File: src/rtl/cpu_com_host_pkg.sv
// Shared definitions for the 32-bit-word UART command protocol.
// The target-side controller imports this package too.
package cpu_com_pkg;

    localparam logic [31:0] CMD_RESET = 32'd1;
    localparam logic [31:0] CMD_STEP  = 32'd2;
    localparam logic [31:0] RSP_READY = 32'd3;

    typedef enum logic [2:0] {
        ST_IDLE       = 3'd0,
        ST_TX_WORD    = 3'd1,
        ST_WAIT_READY = 3'd2,
        ST_WAIT_PC    = 3'd3,
        ST_WAIT_RUN   = 3'd4,
        ST_FAIL       = 3'd5
    } state_e;

    typedef enum logic [1:0] {
        ERR_NONE      = 2'd0,
        ERR_TIMEOUT   = 2'd1,
        ERR_PROTOCOL  = 2'd2,
        ERR_NOT_READY = 2'd3
    } err_code_e;

endpackage

File: src/rtl/cpu_com_host_if.sv
// Host-logic request/response bundle of cpu_com_host.
// master = host logic issuing requests, slave = cpu_com_host.
interface cpu_com_host_if;
    logic                  cmd_reset_req;
    logic                  cmd_step_req;
    logic                  busy;
    logic                  target_ready;
    logic [31:0]           pc_out;
    logic                  pc_valid;
    logic                  done;
    logic                  err;
    cpu_com_pkg::err_code_e err_code;
    cpu_com_pkg::state_e    state;

    modport master (
        output cmd_reset_req, cmd_step_req,
        input  busy, target_ready, pc_out, pc_valid, done, err, err_code, state
    );

    modport slave (
        input  cmd_reset_req, cmd_step_req,
        output busy, target_ready, pc_out, pc_valid, done, err, err_code, state
    );
endinterface

File: src/rtl/cpu_com_host_byte_uart.sv
// 8N1 byte transmitter and receiver (2-flop synchronized rx, mid-bit sampling).
// tx_done fires on the last cycle of the stop bit so a new byte can follow with no gap.
module host_byte_uart #(
    parameter int CLKS_PER_BIT = 16
) (
    input  logic       clk,
    input  logic       reset,
    input  logic       tx_start,
    input  logic [7:0] tx_byte,
    output logic       tx_done,
    output logic       tx,
    input  logic       rx,
    output logic [7:0] rx_byte,
    output logic       rx_valid,
    output logic       rx_frame_err
);
    localparam int             CW   = $clog2(CLKS_PER_BIT);
    localparam logic [CW-1:0] FULL = CW'(CLKS_PER_BIT - 1);
    localparam logic [CW-1:0] HALF = CW'(CLKS_PER_BIT / 2 - 1);

    logic          tx_busy;
    logic [8:0]    tx_shift;
    logic [3:0]    tx_bits;
    logic [CW-1:0] tx_cnt;

    logic          rx_s1, rx_s2, rx_prev, rx_busy;
    logic [3:0]    rx_bit;
    logic [CW-1:0] rx_cnt;
    logic [7:0]    rx_shift;

    assign tx_done = tx_busy && (tx_cnt == '0) && (tx_bits == 4'd0);
    assign rx_byte = rx_shift;

    always_ff @(posedge clk or negedge reset) begin
        if (!reset) begin
            tx       <= 1'b1;
            tx_busy  <= 1'b0;
            tx_shift <= '1;
            tx_bits  <= 4'd0;
            tx_cnt   <= '0;
        end else if (tx_start && (!tx_busy || tx_done)) begin
            tx       <= 1'b0;
            tx_shift <= {1'b1, tx_byte};
            tx_bits  <= 4'd9;
            tx_cnt   <= FULL;
            tx_busy  <= 1'b1;
        end else if (tx_busy) begin
            if (tx_cnt != '0) begin
                tx_cnt <= tx_cnt - CW'(1);
            end else if (tx_bits != 4'd0) begin
                tx       <= tx_shift[0];
                tx_shift <= {1'b1, tx_shift[8:1]};
                tx_bits  <= tx_bits - 4'd1;
                tx_cnt   <= FULL;
            end else begin
                tx_busy <= 1'b0;
            end
        end
    end

    // rx_bit: 0 = start re-check, 1..8 = data, 9 = stop
    always_ff @(posedge clk or negedge reset) begin
        if (!reset) begin
            rx_s1        <= 1'b1;
            rx_s2        <= 1'b1;
            rx_prev      <= 1'b1;
            rx_busy      <= 1'b0;
            rx_bit       <= 4'd0;
            rx_cnt       <= '0;
            rx_shift     <= '0;
            rx_valid     <= 1'b0;
            rx_frame_err <= 1'b0;
        end else begin
            rx_s1        <= rx;
            rx_s2        <= rx_s1;
            rx_prev      <= rx_s2;
            rx_valid     <= 1'b0;
            rx_frame_err <= 1'b0;
            if (!rx_busy) begin
                if (rx_prev && !rx_s2) begin
                    rx_busy <= 1'b1;
                    rx_cnt  <= HALF;
                    rx_bit  <= 4'd0;
                end
            end else if (rx_cnt != '0) begin
                rx_cnt <= rx_cnt - CW'(1);
            end else begin
                rx_cnt <= FULL;
                rx_bit <= rx_bit + 4'd1;
                if (rx_bit == 4'd0) begin
                    if (rx_s2) rx_busy <= 1'b0;
                end else if (rx_bit == 4'd9) begin
                    rx_busy      <= 1'b0;
                    rx_valid     <= 1'b1;
                    rx_frame_err <= !rx_s2;
                end else begin
                    rx_shift <= {rx_s2, rx_shift[7:1]};
                end
            end
        end
    end
endmodule

File: src/rtl/cpu_com_host.sv
// Host-side initiator: sends reset/step command words and parses target replies.
// Reply timeout counter is present only when CPU_COM_HOST_TIMEOUT_EN is defined.
//
// state      | meaning
// IDLE       | waiting for a host request
// TX_WORD    | shifting the 4 command bytes out on tx
// WAIT_READY | expecting word 3 after a reset command
// WAIT_PC    | expecting the PC word after a step command
// WAIT_RUN   | expecting word 3 once the target's run button is pressed
// FAIL       | one-cycle error pulse, then back to IDLE
module cpu_com_host
    import cpu_com_pkg::*;
#(
    parameter int CLKS_PER_BIT   = 16,
    parameter int TIMEOUT_CYCLES = 1_000_000
) (
    input  logic          clk,
    input  logic          reset,
    input  logic          rx,
    output logic          tx,
    cpu_com_host_if.slave host
);
    state_e      state, state_nx, ret_state, ret_nx;
    err_code_e   code_nx;
    logic        tx_start, tx_done, rx_valid, rx_frame_err;
    logic [7:0]  tx_byte, rx_byte;
    logic [31:0] tx_word, load_word, rx_full;
    logic [23:0] rx_word;
    logic [1:0]  tx_idx, rx_cnt;
    logic        load, ready_nx, done_nx, pcv_nx, tmo_hit, wait_st;

    host_byte_uart #(.CLKS_PER_BIT(CLKS_PER_BIT)) u_uart (
        .clk          (clk),
        .reset        (reset),
        .tx_start     (tx_start),
        .tx_byte      (tx_byte),
        .tx_done      (tx_done),
        .tx           (tx),
        .rx           (rx),
        .rx_byte      (rx_byte),
        .rx_valid     (rx_valid),
        .rx_frame_err (rx_frame_err)
    );

    assign host.state = state;
    assign wait_st    = (state == ST_WAIT_READY) || (state == ST_WAIT_PC) || (state == ST_WAIT_RUN);

    always_comb begin
        state_nx  = state;
        ret_nx    = ret_state;
        code_nx   = host.err_code;
        ready_nx  = host.target_ready;
        tx_start  = 1'b0;
        tx_byte   = tx_word[7:0];
        load      = 1'b0;
        load_word = CMD_RESET;
        done_nx   = 1'b0;
        pcv_nx    = 1'b0;
        rx_full   = {rx_byte, rx_word};
        case (state)
            ST_IDLE: begin
                if (host.cmd_reset_req) begin
                    ready_nx = 1'b0;
                    load     = 1'b1;
                    ret_nx   = ST_WAIT_READY;
                    code_nx  = ERR_NONE;
                    state_nx = ST_TX_WORD;
                end else if (host.cmd_step_req) begin
                    if (host.target_ready) begin
                        load      = 1'b1;
                        load_word = CMD_STEP;
                        ret_nx    = ST_WAIT_PC;
                        code_nx   = ERR_NONE;
                        state_nx  = ST_TX_WORD;
                    end else begin
                        code_nx  = ERR_NOT_READY;
                        state_nx = ST_FAIL;
                    end
                end
            end
            ST_TX_WORD: begin
                if (tx_done) begin
                    if (tx_idx == 2'd3) state_nx = ret_state;
                    else                tx_start = 1'b1;
                end
            end
            ST_WAIT_READY, ST_WAIT_RUN: begin
                if (rx_valid) begin
                    if (rx_frame_err) begin
                        code_nx  = ERR_PROTOCOL;
                        state_nx = ST_FAIL;
                    end else if (rx_cnt == 2'd3) begin
                        if (rx_full == RSP_READY) begin
                            ready_nx = 1'b1;
                            done_nx  = 1'b1;
                            state_nx = ST_IDLE;
                        end else begin
                            code_nx  = ERR_PROTOCOL;
                            state_nx = ST_FAIL;
                        end
                    end
                end else if (tmo_hit) begin
                    code_nx  = ERR_TIMEOUT;
                    state_nx = ST_FAIL;
                end
            end
            ST_WAIT_PC: begin
                if (rx_valid) begin
                    if (rx_frame_err) begin
                        code_nx  = ERR_PROTOCOL;
                        state_nx = ST_FAIL;
                    end else if (rx_cnt == 2'd3) begin
                        pcv_nx   = 1'b1;
                        ready_nx = 1'b0;
                        state_nx = ST_WAIT_RUN;
                    end
                end else if (tmo_hit) begin
                    code_nx  = ERR_TIMEOUT;
                    state_nx = ST_FAIL;
                end
            end
            ST_FAIL:  state_nx = ST_IDLE;
            default:  state_nx = ST_IDLE;
        endcase
        // first byte goes out in the accepting cycle so tx drops right after the request edge
        if (load) begin
            tx_start = 1'b1;
            tx_byte  = load_word[7:0];
        end
        if (state_nx == ST_FAIL) ready_nx = 1'b0;
    end

    always_ff @(posedge clk or negedge reset) begin
        if (!reset) begin
            state             <= ST_IDLE;
            ret_state         <= ST_IDLE;
            tx_word           <= '0;
            tx_idx            <= 2'd0;
            rx_word           <= '0;
            rx_cnt            <= 2'd0;
            host.busy         <= 1'b0;
            host.target_ready <= 1'b0;
            host.pc_out       <= '0;
            host.pc_valid     <= 1'b0;
            host.done         <= 1'b0;
            host.err          <= 1'b0;
            host.err_code     <= ERR_NONE;
        end else begin
            state             <= state_nx;
            ret_state         <= ret_nx;
            host.busy         <= (state_nx != ST_IDLE);
            host.target_ready <= ready_nx;
            host.pc_valid     <= pcv_nx;
            host.done         <= done_nx;
            host.err          <= (state_nx == ST_FAIL);
            host.err_code     <= code_nx;
            if (pcv_nx) host.pc_out <= rx_full;
            if (load) begin
                tx_word <= load_word >> 8;
                tx_idx  <= 2'd0;
            end else if (tx_start) begin
                tx_word <= tx_word >> 8;
                tx_idx  <= tx_idx + 2'd1;
            end
            if (state_nx != state) begin
                rx_cnt <= 2'd0;
            end else if (rx_valid && !rx_frame_err && wait_st) begin
                rx_cnt  <= rx_cnt + 2'd1;
                rx_word <= {rx_byte, rx_word[23:8]};
            end
        end
    end

`ifdef CPU_COM_HOST_TIMEOUT_EN
    localparam int TW = $clog2(TIMEOUT_CYCLES + 1);
    logic [TW-1:0] tmo_cnt;

    // reloads on every state change and every received byte, so it measures idle line time
    always_ff @(posedge clk or negedge reset) begin
        if (!reset)                            tmo_cnt <= '0;
        else if (state_nx != state || rx_valid) tmo_cnt <= TW'(TIMEOUT_CYCLES - 1);
        else if (tmo_cnt != '0)                 tmo_cnt <= tmo_cnt - TW'(1);
    end

    assign tmo_hit = (tmo_cnt == '0) && ((state == ST_WAIT_READY) || (state == ST_WAIT_PC));
`else
    assign tmo_hit = 1'b0;
`endif
endmodule

File: src/flat_wrapper.sv
// flat-port wrapper written by rule: the top's interface ports become plain ports
module cpu_com_host_flat import cpu_com_pkg::*;
#(
    parameter int CLKS_PER_BIT   = 16,
    parameter int TIMEOUT_CYCLES = 1_000_000
)
  (clk, reset, rx, tx, host_cmd_reset_req, host_cmd_step_req, host_busy, host_target_ready, host_pc_out, host_pc_valid, host_done, host_err, host_err_code, host_state);
  cpu_com_host_if host_i ();
  input  logic clk;
  input  logic reset;
  input  logic rx;
  output logic tx;
  input wire logic [$bits(host_i.cmd_reset_req)-1:0] host_cmd_reset_req;
  input wire logic [$bits(host_i.cmd_step_req)-1:0] host_cmd_step_req;
  output wire logic [$bits(host_i.busy)-1:0] host_busy;
  output wire logic [$bits(host_i.target_ready)-1:0] host_target_ready;
  output wire logic [$bits(host_i.pc_out)-1:0] host_pc_out;
  output wire logic [$bits(host_i.pc_valid)-1:0] host_pc_valid;
  output wire logic [$bits(host_i.done)-1:0] host_done;
  output wire logic [$bits(host_i.err)-1:0] host_err;
  output wire logic [$bits(host_i.err_code)-1:0] host_err_code;
  output wire logic [$bits(host_i.state)-1:0] host_state;
  assign host_i.cmd_reset_req = host_cmd_reset_req;
  assign host_i.cmd_step_req = host_cmd_step_req;
  assign host_busy = host_i.busy;
  assign host_target_ready = host_i.target_ready;
  assign host_pc_out = host_i.pc_out;
  assign host_pc_valid = host_i.pc_valid;
  assign host_done = host_i.done;
  assign host_err = host_i.err;
  assign host_err_code = host_i.err_code;
  assign host_state = host_i.state;
  cpu_com_host #(.CLKS_PER_BIT(CLKS_PER_BIT), .TIMEOUT_CYCLES(TIMEOUT_CYCLES)) u_core (.clk(clk), .reset(reset), .rx(rx), .tx(tx), .host(host_i));
endmodule
File: config.mk
export PLATFORM = sky130hd
export DESIGN_NAME = cpu_com_host_flat
export DESIGN_NICKNAME = d
export VERILOG_FILES = /design/src/rtl/cpu_com_host_pkg.sv /design/src/rtl/cpu_com_host_if.sv /design/src/rtl/cpu_com_host_byte_uart.sv /design/src/rtl/cpu_com_host.sv /design/src/flat_wrapper.sv
export SDC_FILE = /design/constraint.sdc
export NUM_CORES = 1
export LEC_CHECK = 0
export CAP_MARGIN = 25
export CORE_UTILIZATION = 60
export CTS_CLUSTER_DIAMETER = 60
export CTS_CLUSTER_SIZE = 8
export DETAILED_ROUTE_END_ITERATION = 10
export PLACE_DENSITY_LB_ADDON = 0.05
export REMOVE_ABC_BUFFERS = 1
export SLEW_MARGIN = 15
export SYNTH_ARGS = -nofsm -noshare
export SYNTH_HDL_FRONTEND = slang
export SYNTH_SLANG_ARGS = --single-unit
export TNS_END_PERCENT = 10
File: constraint.sdc
create_clock -name clk -period 4.3 [get_ports clk]
set_input_delay 0.43 -clock clk [delete_from_list [all_inputs] [get_ports clk]]
set_output_delay 0.43 -clock clk [all_outputs]
set_load 0.05 [all_outputs]
After elaboration in Yosys (flattened, before gate mapping)
Cells that the tools add are included.

Bits in read-only memories: 0. Output and inout port bits: 43. Bits in registers: 146. Memories kept: 0. RAM bits: 0. Logic and storage cells: 206. Bits in latches: 0.

Multiplexer cells: 104. Multiply operators: 0. Reductions and logical operators: 39. Eq/ne operators: 26. Divide/modulo/power cells: 0. Add/sub/neg operators: 6. Shift operators: 0. Bitwise operators: 4. Order comparisons: 0.

Operator list (number): $mux 32 (5); $mux 4 (14); $mux 1 (48); $mux 3 (15); $mux 9 (4); $eq 32x2->1 const B (1); $mux 2 (14); $reduce_bool 4->1 (4); $ne 3x3->1 const B (5); $reduce_bool 2->1 (7); $logic_not 4->1 (3); $ne 3x2->1 const B (4); $pmux 3 s4 (1); $sub 4x1->4 const B (3); $ne 2x2->1 const B (5); $reduce_and 9->1 (1); $reduce_bool 3->1 (3); $mux 8 (1); $reduce_and 7->1 (1); $eq 3x2->1 const B (2); $eq 3x3->1 const B (2); $logic_and 1x1->1 (6); $ne 3x1->1 const B (2); $pmux 2 s3 (1); 15 further kinds (27).

Depth between registers and ports, before layout
Depth after elaboration: 9. Gate-level depth with buffers: 9. Depth with buffers taken out: 8.

By module
Synthesis repeated with hierarchy kept, for this count alone.

Cell total of the unflattened synthesis: 430. Area total of the unflattened synthesis: 5252.5 um2.

By module, submodules not included: cpu_com_host (area an instance 3116.7 um2, cells each 237, times used 1, seq. area each 1801.7 um2); host_byte_uart (area an instance 2135.8 um2, cells each 193, times used 1, seq. area each 1016.0 um2).

Least setup slack after synthesis
OpenSTA, ideal clock, no wires.

Path type: reg-to-reg. From: register u_core.state[0], in the netlist u_core.host.state[0]. To: register u_core.rx_word[10]. Stages on the path, launching flop included: 7. Arrival time: 2.453 ns. Clock period less this slack: 2.577 ns. Path buffers: 2. Path slack: 1.723 ns. Required time: 4.175 ns. Cells stage by stage: dfrtp_1 > clkbuf_1 > or3b_1 > a21o_1 > a2111oi_4 > buf_6 > mux2_2.

Longest elaborated chain between the ends: 7.

RTL lines: start, declared (line cpu_com_host.sv:23) `state_e state, state_nx, ret_state, ret_nx;`; start signal, assigned (line cpu_com_host.sv:149) `state <= state_nx;`; $mux 3, on equally long branches (line cpu_com_host.sv:112, cpu_com_host.sv:92); $mux 3, on equally long branches (line cpu_com_host.sv:109, cpu_com_host.sv:89); $mux 3, on equally long branches (line cpu_com_host.sv:108, cpu_com_host.sv:88); $pmux 3 s4 (line cpu_com_host.sv:60) `case (state)`; $ne 3x3->1 (line cpu_com_host.sv:165) `if (state_nx != state) begin`; $not 1->1 (no line); $reduce_and 2->1 (no line) *; end signal, assigned (line cpu_com_host.sv:169) `rx_word <= {rx_byte, rx_word[23:8]};`; end, declared (line cpu_com_host.sv:28) `logic [23:0] rx_word;`.

Every way passes the cells marked *; elsewhere a longest branch is shown, timed or not. A chain may end at the register's enable or synchronous reset.

Worst setup path in the final report
From: register u_core.u_uart.tx_bits[0]. To: register u_core.rx_cnt[0].

Longest elaborated chain between the ends: 6.

RTL lines: start, declared (line cpu_com_host_byte_uart.sv:23) `logic [3:0] tx_bits;`; start signal, assigned (line cpu_com_host_byte_uart.sv:53) `tx_bits <= tx_bits - 4'd1;`; $logic_not 4->1 * (line cpu_com_host_byte_uart.sv:31) `assign tx_done = tx_busy && (tx_cnt == '0) && (tx_bits == 4'd0);`; $logic_and 1x1->1 * (line cpu_com_host_byte_uart.sv:31); $mux 3 * (line cpu_com_host.sv:82) `if (tx_done) begin`; $pmux 3 s4 * (line cpu_com_host.sv:60); $ne 3x3->1 * (line cpu_com_host.sv:165); $mux 2 or $reduce_bool 2->1 (tied branches); end signal, assigned (line cpu_com_host.sv:168) `rx_cnt <= rx_cnt + 2'd1;`; end, declared (line cpu_com_host.sv:29) `logic [1:0] tx_idx, rx_cnt;`.

Marks and branches as above.

==> parameters.txt <==
Parameter                              Value

Layout
  Multi-input combinational cell area ... 1960 sq um
  Sequential cell area ... 2820 sq um
  Layout cells sized above 1 ... 23.2%
  Post-route non-filler standard cell count ... 559
  Antenna Cells ... 0
  NumNets Final ... 466
  Count of fill cells added during filler insertion ... 566
  Area delta synth->final ... 16.2%

Synthesis
  FF+latch count, synth ... 112
  Post-Syn Area ... 4900 sq um
  Share of synthesized area occupied by flip-flops and latches ... 57.5%
  Share of async-settable or async-resettable flops after synthesis ... 100%
  Count of flip-flops with a built-in enable after synthesis ... 0
  Instance count of the mapped netlist ... 402
  Average footprint of a synthesized cell ... 12.2 sq um
  Warnings, synthesis ... 0
  Cell variety after synth ... 51
  Commonest register cell after synthesis ... dfrtp_1

CTS
  Clk slew on worst S/H paths ... 0.11 ns
  TritonCTS clock tree ... built
  Postcts setup bufs ... 0
  Root buffer cell ... clkbuf_8
  Number of buffers on the longest clock path ... 2
  Clock latency of the later-clocked register in the worst-skew pair ... 0.37 ns
  Hold buffer count at cts ... 1
  CTS Buf Count ... 9
  Number of clock sinks ... 112
  Depth of the CTS H-tree ... 3
  Post-CTS resize count ... 0

Floorplanning
  Total number of placement rows ... 32
  Boundary Pins ... 48
  Starting Density ... 62.7%
  Die extent in y ... 92.4 um
  Die W ... 92.4 um
  Die Outline Area ... 8530 sq um
  Placeable core region ... 7810 sq um

Global routing
  Largest net degree at the start of global routing ... 69
  Via count of the first global-routing pass ... 3237
  Total track usage ... 22.7%
  Global-route wire length before repair ... 15100 um
  Final global-route overflow total ... 0
  Number of antenna violations at the first check in global routing ... 0

STA
  Endpoints failing hold ... 0
  Unrepaired setup endpoints after global routing ... false
  Maximum clock skew at final layout ... 0.0111 ns
  Worst Slack Setup Final ... 1.59 ns
  Worst slew margin relative to its limit ... 44.6%
  Fraction of the cycle the final worst path needs ... 63.0%
  Fin crit period ... 2.71 ns
  Setup Viol. Count Final ... 0
  Transition at the pin with the smallest max-transition slack ... 0.831 ns
  Max Freq ... 369 MHz
  Sum of negative setup slack ... 0 ns
  Max Slew Vio Count ... 0

Placement
  Cells after DPL ... 542
  IO Port Bufs ... 47
  Global placement routability congestion ... 0.899
  Hpwl dp ... 6170 um
  Pre-CTS setup slack ... 1.64 ns

Route
  Number of vias after detailed routing ... 3219
  Remaining number of nets flagged by the antenna check after routing ... 0
  Via density ... 5.76
  Number of violations reported at the end of detailed-routing iteration 0 ... 155
  Length of the first detailed-routing pass in iterations ... 4
  Remaining DRCs ... 0
  Detailed-route wire length per cell ... 15.8 um
  Routed wire length ... 8860 um

Critical path
  Crit path arrival time ... 2.98 ns
  Worst reg2reg path startpoint ... u_core.u_uart.tx_bits[0]
  Worst-case register-to-register setup slack ... 1.59 ns
  CP required ... 4.57 ns
  Critical path launch point type ... flip-flop
  Largest driver fanout on the critical path ... 26
  Critical Path End Type ... flip-flop
  RR Endpoint ... u_core.rx_cnt[0]
  R2R depth ... 9
  Ordered cell list for the critical path ... inv_1 > ha_1 > or3b_2 > nor4_1 > o311a_1 > a2111oi_4 > buf_4 > nor2b_1 > a31o_2
  Slowest-stage cell, CP ... or3b_2
  Start-to-end type of the worst setup path ... flip-flop to flip-flop
  Worst stage delay on the critical path ... 0.50 ns

Min path
  Number of cells traversed by the worst hold path ... 0
  Hold endpoint ... u_core.u_uart.rx_s2
  Class of the tightest hold or removal check ... flip-flop to flip-flop
  Hold Path Origin ... u_core.u_uart.rx_s1

Pwr
  Largest vdd supply drop ... 0.000268 V
  Post-layout total power ... 2080 uW
  Static leakage power ... 0.00259 uW
  Pwr dens ... 365 nW/um^2

Job
  Max-capacitance violation count ... 0

Run status
  Status ... complete, no violations
==> per-stage QoR <==
step / area, sq um / utilization [%] / hold WS, ns
final: 5690 / 72.9 / 0.371
after global routing: 5690 / 72.9 / 0.372
after CTS: 5690 / 72.9 / 0.371
after detailed placement: 5450 / 69.8 / 0.246
after global placement: 5450 / 69.8 / 0.248
after floorplan: 4820 / - / 0.134
==> synthesized netlist by cell type (all sizes together) (3+ instances only) <==
| library cell | number | area (sq um) |
|---|---|---|
| and2 | 3 | 18.8 |
| or3 | 3 | 18.8 |
| dfrtp | 100 | 2500 |
| mux2i | 3 | 30.0 |
| nor2 | 24 | 90.1 |
| buf | 4 | 41.3 |
| nand2b | 9 | 56.3 |
| a21boi | 3 | 22.5 |
| a21oi | 14 | 70.1 |
| ha | 9 | 113 |
| nor4 | 10 | 62.6 |
| inv | 12 | 45.0 |
| nand4b | 3 | 26.3 |
| o21ai | 13 | 65.1 |
| nand4 | 3 | 18.8 |
| or3b | 3 | 26.3 |
| dfstp | 12 | 315 |
| clkbuf | 9 | 33.8 |
| xor2 | 5 | 43.8 |
| nor3 | 9 | 45.0 |
| nand2 | 42 | 158 |
| nor2b | 5 | 31.3 |
| mux2 | 67 | 754 |
| nand3 | 7 | 35.0 |
==> critical path: cells and delay by family (launching register included) <==
| kind | cells | cell delay, ns |
|---|---|---|
| AND/OR/NAND/NOR | 3 | 1.05 |
| AO/OA/AOI/OAI | 3 | 0.57 |
| adder cells (fa/ha/maj) | 1 | 0.20 |
| flip-flops | 1 | 0.40 |
| buffers and inverters | 2 | 0.37 |
==> worst max-delay path by stage <==
stage,start,end,slack (ns),cells past startpoint
2_1_floorplan,u_core.host.state[1],u_core.host.pc_out[0],1.16,4
3_3_place_gp,u_core.u_uart.tx_cnt[0],u_core.rx_cnt[0],1.69,9
3_5_place_dp,u_core.u_uart.tx_cnt[0],u_core.rx_cnt[0],1.64,9
4_1_cts,u_core.u_uart.tx_cnt[0],u_core.rx_cnt[0],1.62,9
5_1_grt,u_core.u_uart.tx_cnt[0],u_core.rx_cnt[0],1.42,9
6_report,u_core.u_uart.tx_bits[0],u_core.rx_cnt[0],1.59,9
==> routing by layer <==
metal | part of all wire, % | vias up | routed length, um | track usage, %
met5 | 0 | - | 0 | 0
met4 | 0.80 | 0 | 71 | 7.16
met3 | 3.7 | 8 | 327 | 5.50
met2 | 49 | 61 | 4310 | 36.1
met1 | 47 | 1625 | 4140 | 31.0
li1 | - | 1525 | - | -
==> report_power, final <==
group	internal (uW)	switching [uW]	leakage [uW]
logic	89.2	118	0.00101
registers	1110	58.5	0.00146
clock network	342	366	0.000118
==> state kept, by name, indices dropped and copies added, names as in the netlist, 3 cells and up <==
name                    cells
u_core.host.pc_out         32
u_core.rx_word             24
u_core.u_uart.rx_byte       8
u_core.u_uart.tx_shift      8
u_core.u_uart.rx_bit        4
u_core.u_uart.rx_cnt        4
u_core.u_uart.tx_bits       4
u_core.u_uart.tx_cnt        4
u_core.host.state           3
==> cell type report <==
type | count | share of cell area (%)
Multi-Input combinational cell | 265 | 34.5
Timing Repair Buffer | 52 | 8.92
Clock buffer | 9 | 2.18
Tap cell | 102 | 2.24
Clock inverter | 7 | 1.91
Inverter | 12 | 0.791
Sequential cell | 112 | 49.5
==> cell usage in the layout (no fill, tap or decap), drive strengths merged, types with 10 or more instances in the layout <==
cell type,n
nand2,42
nor4,10
clkdlybuf4s50,46
nor2,24
dfstp,12
a21oi,14
o21ai,13
mux2,67
inv,16
dfrtp,100
==> cells by family (layout without fill, tap and decap cells) <==
group | count (synthesis) | count (layout) | synth area share (%)
compound gates | 50 | 50 | 7.18
simple gates | 129 | 129 | 13.3
buf+inv | 25 | 80 | 2.45
xor+xnor | 7 | 7 | 1.25
fa+ha+maj | 9 | 9 | 2.30
mux | 70 | 70 | 16.0
flops | 112 | 112 | 57.5
No activity file was read; power rests on OpenSTA's default activity.
